### src/rtl/card_dealer_pkg.sv
// Shared ten-and-a-half definitions: card ranges, deck size, game/dealer state encodings.
// Also holds the slot-to-card-value helper used by the dealer.
package card_dealer_pkg;

  localparam int CARD_MIN       = 1;
  localparam int CARD_MAX       = 13;
  localparam int DECK_SIZE      = 52;
  localparam int HALF_POINT_MIN = 11;  // J/Q/K count as half a point

  typedef enum logic [2:0] {
    GS_IDLE,
    GS_PLAYER,
    GS_DEALER,
    GS_PLAYER_BUST,
    GS_DEALER_BUST,
    GS_PLAYER_WIN,
    GS_DEALER_WIN,
    GS_TIE
  } game_state_e;

  typedef enum logic [1:0] {
    DS_IDLE,
    DS_PICK,
    DS_PROBE,
    DS_DEAL
  } dealer_state_e;

  // Deck slot 0..51 -> card value (slot mod 13) + 1, without a divider.
  function automatic logic [3:0] slot_value(input logic [5:0] slot);
    logic [5:0] r;
    r = slot;
    if (r >= 6'd39)      r = r - 6'd39;
    else if (r >= 6'd26) r = r - 6'd26;
    else if (r >= 6'd13) r = r - 6'd13;
    return r[3:0] + 4'd1;
  endfunction

endpackage

### src/rtl/card_dealer_lfsr16.sv
// Free-running 16-bit Fibonacci LFSR (taps 16,14,13,11), one step per enabled cycle.
// Exposes only the low OUT_W bits; no backpressure.
module card_lfsr16 #(
  parameter logic [15:0] SEED  = 16'hACE1,
  parameter int          OUT_W = 16
) (
  input  logic             clk,
  input  logic             rst,
  input  logic             en,
  output logic [OUT_W-1:0] value
);

  logic [15:0] lfsr_q;
  logic        fb;

  assign fb    = lfsr_q[15] ^ lfsr_q[13] ^ lfsr_q[12] ^ lfsr_q[10];
  assign value = lfsr_q[OUT_W-1:0];

  always_ff @(posedge clk) begin
    if (rst)     lfsr_q <= SEED;
    else if (en) lfsr_q <= {lfsr_q[14:0], fb};
  end

endmodule

### src/rtl/card_dealer.sv
// Deals one card per pip rising edge from a 52-slot no-repeat deck; valid 2+k cycles after the edge.
// One request arriving while busy is held in pending, later ones are dropped; empty deck auto-reshuffles.
module card_dealer #(
  parameter logic [15:0] LFSR_SEED   = 16'hACE1,
  parameter bit          FIXED_ORDER = 1'b0,
  parameter int          DECK_SIZE   = 52
) (
  input  logic       clk,
  input  logic       rst,
  input  logic       pip,
  input  logic       new_deck,
  output logic [3:0] number,
  output logic       valid,
  output logic       busy,
  output logic [5:0] cards_left,
  output logic       reshuffled
);
  import card_dealer_pkg::*;

  localparam logic [1:0] IDLE  = DS_IDLE;
  localparam logic [1:0] PICK  = DS_PICK;
  localparam logic [1:0] PROBE = DS_PROBE;
  localparam logic [1:0] DEAL  = DS_DEAL;

  localparam logic [5:0] FULL      = 6'(DECK_SIZE);
  localparam logic [5:0] LAST_SLOT = 6'(DECK_SIZE - 1);

  logic [1:0]           state;
  logic [DECK_SIZE-1:0] used;
  logic [5:0]           idx;
  logic [5:0]           start_idx;
  logic [5:0]           rnd;
  logic                 pip_d;
  logic                 pending;
  logic                 req;
  logic                 auto_clear;

  card_lfsr16 #(
    .SEED  (LFSR_SEED),
    .OUT_W (6)
  ) u_lfsr (
    .clk   (clk),
    .rst   (rst),
    .en    (1'b1),
    .value (rnd)
  );

  assign req        = pip & ~pip_d;
  assign auto_clear = (state == PICK) && (cards_left == 6'd0);
  assign reshuffled = auto_clear && !new_deck;
  assign valid      = (state == DEAL);
  assign busy       = (state != IDLE);
  assign number     = valid ? slot_value(idx) : 4'd0;

  // Fold the 6-bit random value 52..63 back onto 0..11.
  always_comb begin
    start_idx = 6'd0;
    if (!FIXED_ORDER) start_idx = (rnd >= FULL) ? rnd - FULL : rnd;
  end

  always_ff @(posedge clk) begin
    if (rst) begin
      state      <= IDLE;
      used       <= '0;
      idx        <= 6'd0;
      pip_d      <= 1'b0;
      pending    <= 1'b0;
      cards_left <= FULL;
    end else begin
      pip_d <= pip;
      if (new_deck) begin
        // A simultaneous edge survives the abort and is served from the fresh deck.
        state      <= IDLE;
        used       <= '0;
        cards_left <= FULL;
        pending    <= req;
      end else begin
        if (req && state != IDLE) pending <= 1'b1;
        case (state)
          IDLE: begin
            if (req || pending) begin
              pending <= 1'b0;
              state   <= PICK;
            end
          end
          PICK: begin
            if (auto_clear) begin
              used       <= '0;
              cards_left <= FULL;
            end
            idx   <= start_idx;
            state <= PROBE;
          end
          PROBE: begin
            // cards_left > 0 here, so a free slot is reached within one lap.
            if (!used[idx]) begin
              used[idx]  <= 1'b1;
              cards_left <= cards_left - 6'd1;
              state      <= DEAL;
            end else begin
              idx <= (idx == LAST_SLOT) ? 6'd0 : idx + 6'd1;
            end
          end
          DEAL:    state <= IDLE;
          default: state <= IDLE;
        endcase
      end
    end
  end

endmodule

### config.mk
export PLATFORM = sky130hd
export DESIGN_NAME = card_dealer
export DESIGN_NICKNAME = d
export VERILOG_FILES = /design/src/rtl/card_dealer_pkg.sv /design/src/rtl/card_dealer_lfsr16.sv /design/src/rtl/card_dealer.sv
export SDC_FILE = /design/constraint.sdc
export NUM_CORES = 1
export LEC_CHECK = 0
export CAP_MARGIN = 10
export CORE_MARGIN = 2
export CORE_UTILIZATION = 55
export DETAILED_ROUTE_END_ITERATION = 8
export PLACE_DENSITY = 0.78
export SYNTH_ARGS = -nofsm -noshare
export SYNTH_HDL_FRONTEND = slang
export SYNTH_HIERARCHICAL = 1
export SYNTH_SLANG_ARGS = --single-unit
### constraint.sdc
create_clock -name clk -period 4.6 [get_ports clk]
set_clock_uncertainty 0.2 [all_clocks]
set_input_delay 0.69 -clock clk [delete_from_list [all_inputs] [get_ports clk]]
set_output_delay 0.69 -clock clk [all_outputs]
set_load 0.02 [all_outputs]
Word level (Yosys, flattened, before mapping)
Index checks and enable logic that the tools add are counted.
{"block": "totals", "out_inout_bits": 13, "latch_bits": 0, "input_bits": 4, "ram_bits": 0, "wordCells": 74, "mem_bits_ro": 0, "ff_bits": 84, "n_memories": 0}
{"block": "classes", "shifts": 0, "n_lt_le_gt_ge": 6, "multipliers": 0, "n_reduce_logical": 14, "mux": 25, "eq_ne": 8, "bitwise": 7, "addsub": 7, "div_mod_pow": 0}
{"operator": "$mux 52", "n": 2}
{"operator": "$pmux 52 s2", "n": 1}
{"operator": "$or 52x52->52", "n": 1}
{"operator": "$mux 6", "n": 5}
{"operator": "$pmux 6 s2", "n": 2}
{"operator": "$mux 4", "n": 4}
{"operator": "$ge 6x6->1 const B", "n": 2}
{"operator": "$ne 2x2->1 const B", "n": 4}
{"operator": "$pmux 2 s4", "n": 1}
{"operator": "$sub 4x4->4 const B", "n": 2}
{"operator": "$lt 6x7->1 const B", "n": 1}
{"operator": "$add 6x1->6 const B", "n": 1}
{"operator": "$bmux 1 s6", "n": 1}
{"operator": "$demux 1 s6", "n": 1}
{"operator": "$eq 6x6->1 const B", "n": 1}
{"operator": "$ge 6x1->1 const B", "n": 1}
{"operator": "$ge 6x4->1 const B", "n": 1}
{"operator": "$ge 6x5->1 const B", "n": 1}
{"operator": "$logic_not 6->1", "n": 1}
{"operator": "$mux 1", "n": 6}
{"operator": "$reduce_and 3->1", "n": 2}
{"operator": "$sub 6x1->6 const B", "n": 1}
{"operator": "$sub 6x6->6 const B", "n": 1}
{"operator": "$add 4x1->4 const B", "n": 1}
{"operator": "other kinds (14)", "n": 23}

Logic depth before layout (Yosys ltp)
Gate-level depths: netlist of the first run.
{"block": "depth", "depth_word": 7, "depth_mapped": 12, "mapped_depth_nobuf": 10}

By module
The synthesis of the first run kept the hierarchy.
{"mod": "card_dealer", "n_inst": 1, "cells_each": 440, "area_per_inst_um2": 3603.5}
{"mod": "card_lfsr16", "n_inst": 1, "cells_each": 61, "area_per_inst_um2": 664.4}

Worst setup path before layout of the first run
OpenSTA, ideal clock, no wires.
{"block": "synth_timing", "kind": "flip-flop to output port", "startpoint": "register idx[0]", "endpoint": "output number[3]", "path_stages_with_launch": 13, "setup_slack_ps": 939, "arrival_time_ps": 2771, "cell_sequence": "dfxtp_1 > buf_2 > buf_1 > clkinv_1 > ha_1 > nor2b_1 > o31ai_1 > a21boi_1 > xnor2_1 > inv_2 > nor3b_1 > xnor2_1 > and2_1"}
{"block": "synth_via", "elab_chain_len": 6, "elab_cells_between_ends": 11}
{"item": "start, declared", "line_no": "card_dealer.sv:30", "source": "logic [5:0] idx;"}
{"item": "start signal, assigned", "line_no": "card_dealer.sv:91", "source": "idx <= start_idx;"}
{"item": "start signal, assigned", "line_no": "card_dealer.sv:101", "source": "idx <= (idx == LAST_SLOT) ? 6'd0 : idx + 6'd1;"}
{"item": "$ge 6x4->1 / $sub 4x4->4 (equally long branches)", "line_no": "card_dealer_pkg.sv:34", "source": "else if (r >= 6'd13) r = r - 6'd13;"}
{"item": "$mux 4", "line_no": "card_dealer_pkg.sv:34"}
{"item": "$mux 4", "line_no": "card_dealer_pkg.sv:33", "source": "else if (r >= 6'd26) r = r - 6'd26;"}
{"item": "$mux 4 (*)", "line_no": "card_dealer_pkg.sv:32", "source": "if (r >= 6'd39) r = r - 6'd39;"}
{"item": "$add 4x1->4 (*)", "line_no": "card_dealer_pkg.sv:35", "source": "return r[3:0] + 4'd1;"}
{"item": "$mux 4 (*)", "line_no": "card_dealer.sv:53", "source": "assign number = valid ? slot_value(idx) : 4'd0;"}
{"item": "end, declared", "line_no": "card_dealer.sv:12", "source": "output logic [3:0] number,"}
Every way passes the cells marked *; elsewhere a longest branch is shown, timed or not.

Final worst setup path of the first run
Ends and elaborated chain as after synthesis.

==> flow_summary.json, run 1 <==
{
  "outcome": "complete, no violations",
  "reg2regPathDepth": 9,
  "final_cells": 606,
  "fmax_mhz": 234,
  "yosys_most_used_dff": "dfxtp_1",
  "crit_path_start_kind": "flip-flop",
  "post-route-drc-count": 0,
  "start_util_pct": 56.1,
  "clk_pin_slew_ns": 0.08,
  "cts_tree": "yes",
  "ys_async_sr_fraction_pct": 0,
  "dpl.cell_count": 590,
  "portBuffers": 16,
  "crit_type": "reg2out",
  "wl_per_cell_um": 15.5,
  "synth_edf_count": 0,
  "seq_area_frac_synth_pct": 39.4,
  "clock_latency_ns": 0.36,
  "final_cell_mix": "dfxtp_1, nand2_1, o21ai_0",
  "drtIter0Drc": 305,
  "power_density_mw_per_mm2": 315,
  "postLayoutCoreUtil_pct": 60.4,
  "grt_pass1_wl_mm": 15.7,
  "area_growth_pct": 7.68,
  "dp.final_hpwl_mm": 6.64,
  "n_antenna_cell": 0,
  "grt_pass1_vias": 3260,
  "cts_made_buffers": 9,
  "pre_cts_ws_ns": 0.575,
  "cp.arrival_ns": 3.38,
  "ir_drop_mv": 0.225,
  "total_power_mw": 1.45,
  "cts-htree-levels": 3,
  "finalHoldViolCount": 0,
  "first_pass_iters": 6,
  "fp.dieH_um": 92.1,
  "drv_cap": 0,
  "synthCells": 501,
  "postRouteWirelength_mm": 9.36,
  "hold_class": "reg2reg",
  "leakagePower_nw": 1.67,
  "num_vias": 3523,
  "grt-ovfl-total": 0,
  "cp-end-kind": "output pin",
  "cts.sinks": 84,
  "drive_gt1_share_pct": 5.56,
  "avgSynthCellArea_um2": 8.52,
  "synth_top_area_cell": "dfxtp_1",
  "cp_max_fo": 10,
  "die_w_um": 92.1,
  "antenna_found_initial": 0,
  "whs_path_depth": 2,
  "yosysWarnings": 6,
  "rsz0062_at_grt": "false",
  "drv_slew": 0,
  "power_frac_comb_pct": 8.2,
  "path_cells": "clkinv_1, ha_1, o311ai_1, nor2b_1, a21boi_1, xnor2_1, inv_2, nor3b_1, xnor2_1, and2_1, clkdlybuf4s50_1",
  "vias_per_cell": 5.81,
  "synth.area.top_cells": "dfxtp_1, mux2i_1, nand2_1",
  "crit_buf_inv": 3,
  "netlist.area_leader.share_pct": 39.4,
  "ios": 17,
  "max-clock-path-buffers": 2,
  "crit_required_ns": 3.71,
  "root_buffer": "clkbuf_8",
  "totalNegativeSetupSlack_ns": 0,
  "cpMostUsedCell": "xnor2_1",
  "setup_ws_ns": 0.330,
  "slew-limit-headroom_pct": 55.3,
  "post-route-period-util_pct": 92.8,
  "final_nets": 520,
  "grt_usage_pct": 23.0,
  "layout_commonest_cell": "dfxtp_1",
  "p_sw_share_pct": 23.5,
  "fillerInstances": 692,
  "tightestPinTransition_ns": 0.670,
  "drtAntennaViolNets": 0,
  "yosys_register_bits": 84,
  "clock_power_share_pct": 39.7,
  "core_region_area_mm2": 0.00761,
  "syn-cell-area_mm2": 0.00427,
  "cpPeakStageDelay_ns": 0.60,
  "grt_start_max_net_pins": 37,
  "rows": 32,
  "setup_viol": 0,
  "synthesis.nets": 522,
  "cpLargestDelayFamily": "buffers and inverters",
  "cp.depth": 11,
  "crit_path_top_delay_cell": "clkdlybuf4s50_1",
  "place_congestion": 0.910,
  "period_minus_slack_ns": 4.27,
  "intPower_mw": 1.11,
  "synth.distinct_cells": 59,
  "seqPwrFrac_pct": 52.1,
  "switchingPower_mw": 0.340,
  "die_area_mm2": 0.00848
}
-- Yosys cell counts, types with 2 or more instances --
cell type,n
inv_1,16
o21ai_1,9
buf_2,6
buf_4,7
a31o_2,2
o211ai_1,2
xnor2_2,2
xnor2_1,7
nand4_1,4
o21ai_0,52
a31oi_1,7
a22o_1,8
nand2_1,81
a22oi_1,6
a21oi_1,11
clkinv_1,2
o21a_1,2
nor3_1,4
clkbuf_1,13
ha_1,17
dfxtp_1,84
nand2b_1,8
nor2b_1,5
a41oi_1,2
o2bb2ai_1,2
a211o_1,2
mux2i_1,42
a32o_1,2
buf_6,4
nand3_1,18
and2b_1,2
a211oi_1,4
and2_1,6
nor2_1,31
or3_1,4
and3_1,4
-- area by class of cell --
cell class / instances / area (um^2) / area share (%)
multi-input combinational: 364 / 2300 / 50.0
sequential: 84 / 1690 / 36.7
timing repair buffer: 21 / 198 / 4.30
clock buffer: 12 / 145 / 3.16
tap: 102 / 128 / 2.78
clock inverter: 4 / 72.6 / 1.58
inverter: 19 / 71.3 / 1.55
-- power groups by stage --
stage / Clock, mW / Sequential [mW] / Combinational (mW)
2_1_floorplan: 0 / 0.766 / 0.104
3_3_place_gp: 0 / 0.772 / 0.114
3_5_place_dp: 0 / 0.772 / 0.117
4_1_cts: 0.580 / 0.755 / 0.118
5_1_grt: 0.605 / 0.757 / 0.133
6_report: 0.574 / 0.755 / 0.119
-- worst paths after layout --
| check | startpoint | endpoint | slack, ns |
|---|---|---|---|
| max | idx[0] | number[3] | 0.33 |
| min reg2reg | used[20] | used[20] | 0.25 |
| min | used[20] | used[20] | 0.25 |
| max reg2reg | idx[1] | used[43] | 1.23 |
-- repair_timing --
| action | CTS | global route |
|---|---|---|
| resized for setup | 0 | 1 |
| setup endpoints to repair | 0 | 1 |
| hold buffers | 0 | 0 |
| buffers inserted | 0 | 0 |
-- registers in the layout (all words and copies together) (netlist names) --
| name | cells |
|---|---|
| cards_left | 6 |
| idx | 6 |
| pending | 1 |
| pip_d | 1 |
| state | 2 |
| u_lfsr/lfsr_q | 16 |
| used | 52 |
-- metal layers --
| layer | wire length [um] | vias to the layer above | part of all wire, % | track usage, % |
|---|---|---|---|---|
| met5 | 0 | - | 0 | 0 |
| met4 | 191 | 0 | 2.0 | 9.45 |
| met3 | 366 | 19 | 3.9 | 3.78 |
| met2 | 4560 | 82 | 49 | 38.9 |
| met1 | 4240 | 1684 | 45 | 29.1 |
| li1 | - | 1738 | - | - |
-- cells by family after synthesis --
kind of cell	synth area share, %
fa+ha+maj	4.98
mux	10.4
xor+xnor	2.40
flops	39.4
compound gates	17.9
simple gates	18.1
other cells	0.0879
buf+inv	6.83
-- worst register-to-register path, stage by stage (launching register included) --
cell,delay (ns)
dfxtp_4,0.51
buf_4,0.37
mux2i_1,0.28
nand2_1,0.07
and3_1,0.16
a31oi_1,0.39
a211o_1,0.25
and3_1,0.39
nand4_1,0.37
o21ai_0,0.29
-- per-stage QoR --
stage | area [um^2] | hold WS (ns)
after floorplan | 4270 | 0.220
after global placement | 4380 | 0.233
after detailed placement | 4380 | 0.241
after CTS | 4590 | 0.252
after global routing | 4600 | 0.272
final | 4600 | 0.249
Power figures use the tool's default switching activity.
==> inputs of run 2 (changes only) <==
==> constraint.sdc (replaced) <==
create_clock -name clk -period 4.4 [get_ports clk]
set_clock_uncertainty 0.2 [all_clocks]
set_input_delay 0.66 -clock clk [delete_from_list [all_inputs] [get_ports clk]]
set_output_delay 0.66 -clock clk [all_outputs]
set_load 0.02 [all_outputs]
==> run 2 against run 1 <==
Core utilization grew 0.099 points. Critical path depth stayed put. Sequential share of layout area fell by 0.11 points. Cell area up 0.16%. Via count down 0.57%. Global-route usage grew 0.34 points. Register-to-register slack got worse by 0.26 ns. First-iteration DRC count down 9.2%. Combinational power up 9%. Largest power group unchanged. Sequential power is 4.5% higher. Highest routed layer unchanged. Clock power decreased by 3%. Final cell count is 0.33% higher.
==> flow_summary.json, run 2 (synthesis gave the netlist of run 1 again) <==
{
  "outcome": "complete, no violations",
  "rsz0062_at_grt": "false",
  "clk_pin_slew_ns": 0.08,
  "first_pass_iters": 5,
  "grt_start_max_net_pins": 41,
  "post-cts-setup-buffers": 0,
  "ir_drop_mv": 0.176,
  "leakagePower_nw": 1.68,
  "layout_commonest_cell": "dfxtp_1",
  "cp-end-kind": "output pin",
  "wl_per_cell_um": 15.4,
  "grt_pass1_vias": 3350,
  "num_vias": 3503,
  "postRouteWirelength_mm": 9.36,
  "core_region_area_mm2": 0.00761,
  "dp.final_hpwl_mm": 6.62,
  "cts_tree": "yes",
  "grt_pass1_wl_mm": 15.9,
  "ios": 17,
  "post-route-drc-count": 0,
  "cp_max_fo": 10,
  "fmax_mhz": 240,
  "totalNegativeSetupSlack_ns": 0,
  "setup_ws_ns": 0.239,
  "drv_cap": 0,
  "drtAntennaViolNets": 0,
  "crit_path_start_kind": "flip-flop",
  "cp.arrival_ns": 3.30,
  "post-route-period-util_pct": 94.6,
  "finalHoldViolCount": 0,
  "cts.sinks": 84,
  "place_congestion": 0.905,
  "postLayoutCoreUtil_pct": 60.5,
  "die_area_mm2": 0.00848,
  "power_density_mw_per_mm2": 320,
  "grt-ovfl-total": 0,
  "clock_latency_ns": 0.36,
  "slew-limit-headroom_pct": 52.3,
  "final_cell_mix": "dfxtp_1, nand2_1, o21ai_0",
  "hold_class": "reg2reg",
  "area_growth_pct": 7.86,
  "vias_per_cell": 5.76,
  "period_minus_slack_ns": 4.16,
  "final_nets": 522,
  "crit_required_ns": 3.54,
  "tightestPinTransition_ns": 0.715,
  "root_buffer": "clkbuf_8",
  "total_power_mw": 1.47,
  "crit_type": "reg2out",
  "cts_made_buffers": 9,
  "reg_top3": "used (52), u_lfsr/lfsr_q (16)",
  "antenna_found_initial": 0,
  "cts-htree-levels": 3,
  "n_antenna_cell": 0,
  "largest_reg_flops": 52,
  "grt_usage_pct": 23.3,
  "max-clock-path-buffers": 2,
  "start_util_pct": 56.1,
  "drtIter0Drc": 277,
  "setup_viol": 0,
  "portBuffers": 16,
  "rows": 32,
  "die_w_um": 92.1,
  "drive_gt1_share_pct": 6.92,
  "pre_cts_ws_ns": 0.587,
  "drv_slew": 0,
  "regMostFlops": "used",
  "fp.dieH_um": 92.1
}
run 2: report_power, final:
| part | leakage (nW) | total, mW | internal [mW] | switching [mW] |
|---|---|---|---|---|
| sequential | 0.681 | 0.789 | 0.774 | 0.0150 |
| clock | 0.100 | 0.555 | 0.266 | 0.289 |
| combinational | 0.903 | 0.130 | 0.0529 | 0.0768 |
run 2: cell type report:
| type | count | area [um^2] |
|---|---|---|
| Sequential cell | 84 | 1680 |
| Timing Repair Buffer | 23 | 213 |
| Fill cell | 678 | 3000 |
| Clock inverter | 7 | 73.8 |
| Tap cell | 102 | 128 |
| Inverter | 19 | 71.3 |
| Multi-Input combinational cell | 364 | 2310 |
| Clock buffer | 9 | 124 |
run 2: final timing paths:
path,from,to,slack [ns],cells after the start
setup reg to reg,idx[1],used[9],0.97,10
hold reg to reg,used[16],used[16],0.26,2
hold / removal,used[16],used[16],0.26,2
setup / recovery,idx[0],number[3],0.24,11
run 2: worst max-delay path, cell delays in order (launching register included):
cell	delay, ns
dfxtp_1	0.34
clkinv_1	0.25
ha_1	0.30
o311ai_1	0.32
nor2b_2	0.26
a21boi_1	0.11
xnor2_2	0.22
inv_2	0.04
nor3b_1	0.23
xnor2_1	0.14
and2_1	0.13
clkdlybuf4s50_1	0.60
run 2: repair_timing:
item	CTS	global route
endpoints found under the setup margin	0	1
resized for setup	0	3
hold buffers	0	0
run 2: layer usage:
metal / GRT usage, % / wire length [um]
met3: 4.85 / 373
met4: 9.08 / 180
met1: 30.0 / 4290
met5: 0 / 0
met2: 38.5 / 4520
run 2: per-stage QoR:
| stage | cell area [um^2] | std cells | hold slack, ns |
|---|---|---|---|
| after CTS | 4590 | 608 | 0.258 |
| after detailed placement | 4390 | 592 | 0.241 |
| after global placement | 4390 | 592 | 0.233 |
| after floorplan | 4270 | 501 | 0.220 |
| final | 4600 | 608 | 0.258 |
| after global routing | 4600 | 608 | 0.277 |
==> inputs of run 3 (changes only) <==
--- a/config.mk
+++ b/config.mk
@@ -8,6 +8,7 @@
 export CAP_MARGIN = 10
 export CORE_MARGIN = 2
 export CORE_UTILIZATION = 55
+export CTS_BUF_LIST = sky130_fd_sc_hd__clkbuf_2
 export DETAILED_ROUTE_END_ITERATION = 8
 export PLACE_DENSITY = 0.78
 export SYNTH_ARGS = -nofsm -noshare
==> run 3 against run 2 <==
Clock power is 26% lower. Core utilization decreased by 0.56 points. Setup slack better by 0.089 ns. First-iteration DRC count shrank 17%. Sequential power grew 0.5%.
==> flow_summary.json, run 3 (synthesis gave the netlist of run 1 again) <==
{
  "outcome": "complete, no violations",
  "wl_per_cell_um": 15.6,
  "crit_start": "idx[0]",
  "grt_pass1_wl_mm": 15.9,
  "reg2regPathDepth": 10,
  "grt_pass1_vias": 3357,
  "cts-htree-levels": 3,
  "drive_gt1_share_pct": 7.91,
  "intPower_mw": 0.966,
  "grt_util_met1_pct": 30.0,
  "clk_pin_slew_ns": 0.23,
  "hold_class": "reg2reg",
  "drv_slew": 0,
  "crit_buf_inv": 2,
  "fp.dieH_um": 92.1,
  "place_congestion": 0.905,
  "cp_max_fo": 10,
  "seqPwrFrac_pct": 59.3,
  "use_met2_pct": 38.4,
  "power_density_mw_per_mm2": 293,
  "cp.depth": 10,
  "cpMostUsedCell": "ha_1",
  "die_w_um": 92.1,
  "grt_most_used_layer": "met2",
  "fmax_mhz": 246,
  "portBuffers": 16,
  "post-cts-setup-buffers": 0,
  "drtIter0Drc": 230,
  "n_antenna_cell": 0,
  "cts_tree": "yes",
  "clock_latency_ns": 0.55,
  "largest_reg_flops": 52,
  "reg_top3": "used (52), u_lfsr/lfsr_q (16)",
  "start_util_pct": 56.1,
  "post-route-period-util_pct": 92.5,
  "crit_required_ns": 3.54,
  "final_nets": 522,
  "cts.sinks": 84,
  "drtAntennaViolNets": 0,
  "drv_cap": 0,
  "cp-endpoint": "number[2]",
  "post-route-drc-count": 0,
  "ir_drop_mv": 0.167,
  "power_frac_comb_pct": 9.9,
  "dp.final_hpwl_mm": 6.62,
  "layout_commonest_cell": "dfxtp_1",
  "regMostFlops": "used",
  "rsz0062_at_grt": "false",
  "grt-ovfl-total": 0,
  "path_cells": "clkinv_2, ha_1, o311ai_2, nor2b_4, a21boi_2, xnor2_2, ha_1, xnor2_1, and2_1, clkdlybuf4s50_1",
  "hold-worst-slack_ns": 0.269,
  "use_met3_pct": 3.45,
  "area_growth_pct": 6.86,
  "r2r-start": "idx[1]",
  "ios": 17,
  "cpPeakStageDelay_ns": 0.60,
  "cts_made_buffers": 9,
  "reg2reg_slack_ns": 0.97,
  "crit_path_start_kind": "flip-flop",
  "rows": 32,
  "period_minus_slack_ns": 4.07,
  "max-clock-path-buffers": 2,
  "finalHoldViolCount": 0,
  "cpLargestDelayFamily": "buffers and inverters",
  "crit_type": "reg2out",
  "cp.arrival_ns": 3.21,
  "crit_path_top_delay_cell": "clkdlybuf4s50_1",
  "grt_start_max_net_pins": 41,
  "root_buffer": "clkbuf_2",
  "num_vias": 3498,
  "tightestPinTransition_ns": 0.723,
  "postRouteWirelength_mm": 9.48,
  "grt_usage_pct": 23.3,
  "leakagePower_nw": 1.68,
  "switchingPower_mw": 0.371,
  "final_cell_mix": "dfxtp_1, nand2_1, o21ai_0",
  "fillerInstances": 694,
  "p_sw_share_pct": 27.7,
  "die_area_mm2": 0.00848,
  "antenna_found_initial": 0,
  "clock_power_share_pct": 30.9,
  "slew-limit-headroom_pct": 51.8,
  "first_pass_iters": 4,
  "vias_per_cell": 5.75,
  "cp-end-kind": "output pin",
  "core_region_area_mm2": 0.00761,
  "setup_viol": 0,
  "totalNegativeSetupSlack_ns": 0,
  "r2r_end": "used[42]"
}
[run 3: cell types whose count changed in the layout (fill, tap and decap cells not counted), sizes merged]
| cell | delta |
|---|---|
| clkdlybuf4s50 | -1 |
| dlymetal6s2s | +1 |
[run 3: worst register-to-register path, cell delays in order (launching register included)]
cell and delay (ns):
dfxtp_2 0.40, buf_4 0.27, buf_4 0.36, mux2i_1 0.24
a21oi_1 0.09, and3_1 0.18, a31oi_1 0.36, a211o_1 0.26
and3_1 0.41, nand4_1 0.36, o21ai_0 0.28
[run 3: metal layers]
metal,part of all wire [%],vias to the layer above
met5,0,-
met4,1.4,0
met3,5.1,17
met2,48,84
met1,45,1652
li1,-,1745
[run 3: power by group through the flow]
stage	sequential (mW)	clock, mW	combinational (mW)
floorplan	0.801	0	0.109
global placement	0.806	0	0.122
detailed placement	0.806	0	0.126
CTS	0.792	0.417	0.127
global route	0.795	0.448	0.147
finish	0.793	0.413	0.132
[run 3: worst min-delay path by stage]
stage / start / to / slack, ns / depth (start not counted)
after floorplan: used[50] / used[50] / 0.22 / 2
after global placement: used[47] / used[47] / 0.23 / 2
after detailed placement: used[12] / used[12] / 0.24 / 2
after CTS: used[16] / used[16] / 0.27 / 2
after global routing: used[19] / used[19] / 0.29 / 2
final: used[16] / used[16] / 0.27 / 2
[run 3: final cells by class]
type	instances	area, um^2	area share (%)
multi-input combinational	364	2340	51.3
clock buffer	9	45.0	0.988
clock inverter	7	73.8	1.62
inverter	19	72.6	1.59
tap	102	128	2.80
timing repair buffer	23	219	4.80
sequential	84	1680	36.9
[run 3: timing repair]
action                                  in CTS  in global routing
gates resized for setup                      2                 10
hold buffers                                 0                  0
endpoints found under the setup margin       1                  2
pin swaps                                    0                  1
[run 3: per-stage QoR]
step | utilization [%] | area [um^2] | instances | setup WS (ns) | power [mW]
floorplan | - | 4270 | 501 | 0.769 | 0.910
detailed placement | 57.7 | 4390 | 592 | 0.587 | 0.932
CTS | 59.4 | 4520 | 608 | 0.0577 | 1.34
finish | 60.0 | 4560 | 608 | 0.328 | 1.34
global placement | 57.7 | 4390 | 592 | 0.701 | 0.927
global route | 60.0 | 4560 | 608 | 0.121 | 1.39
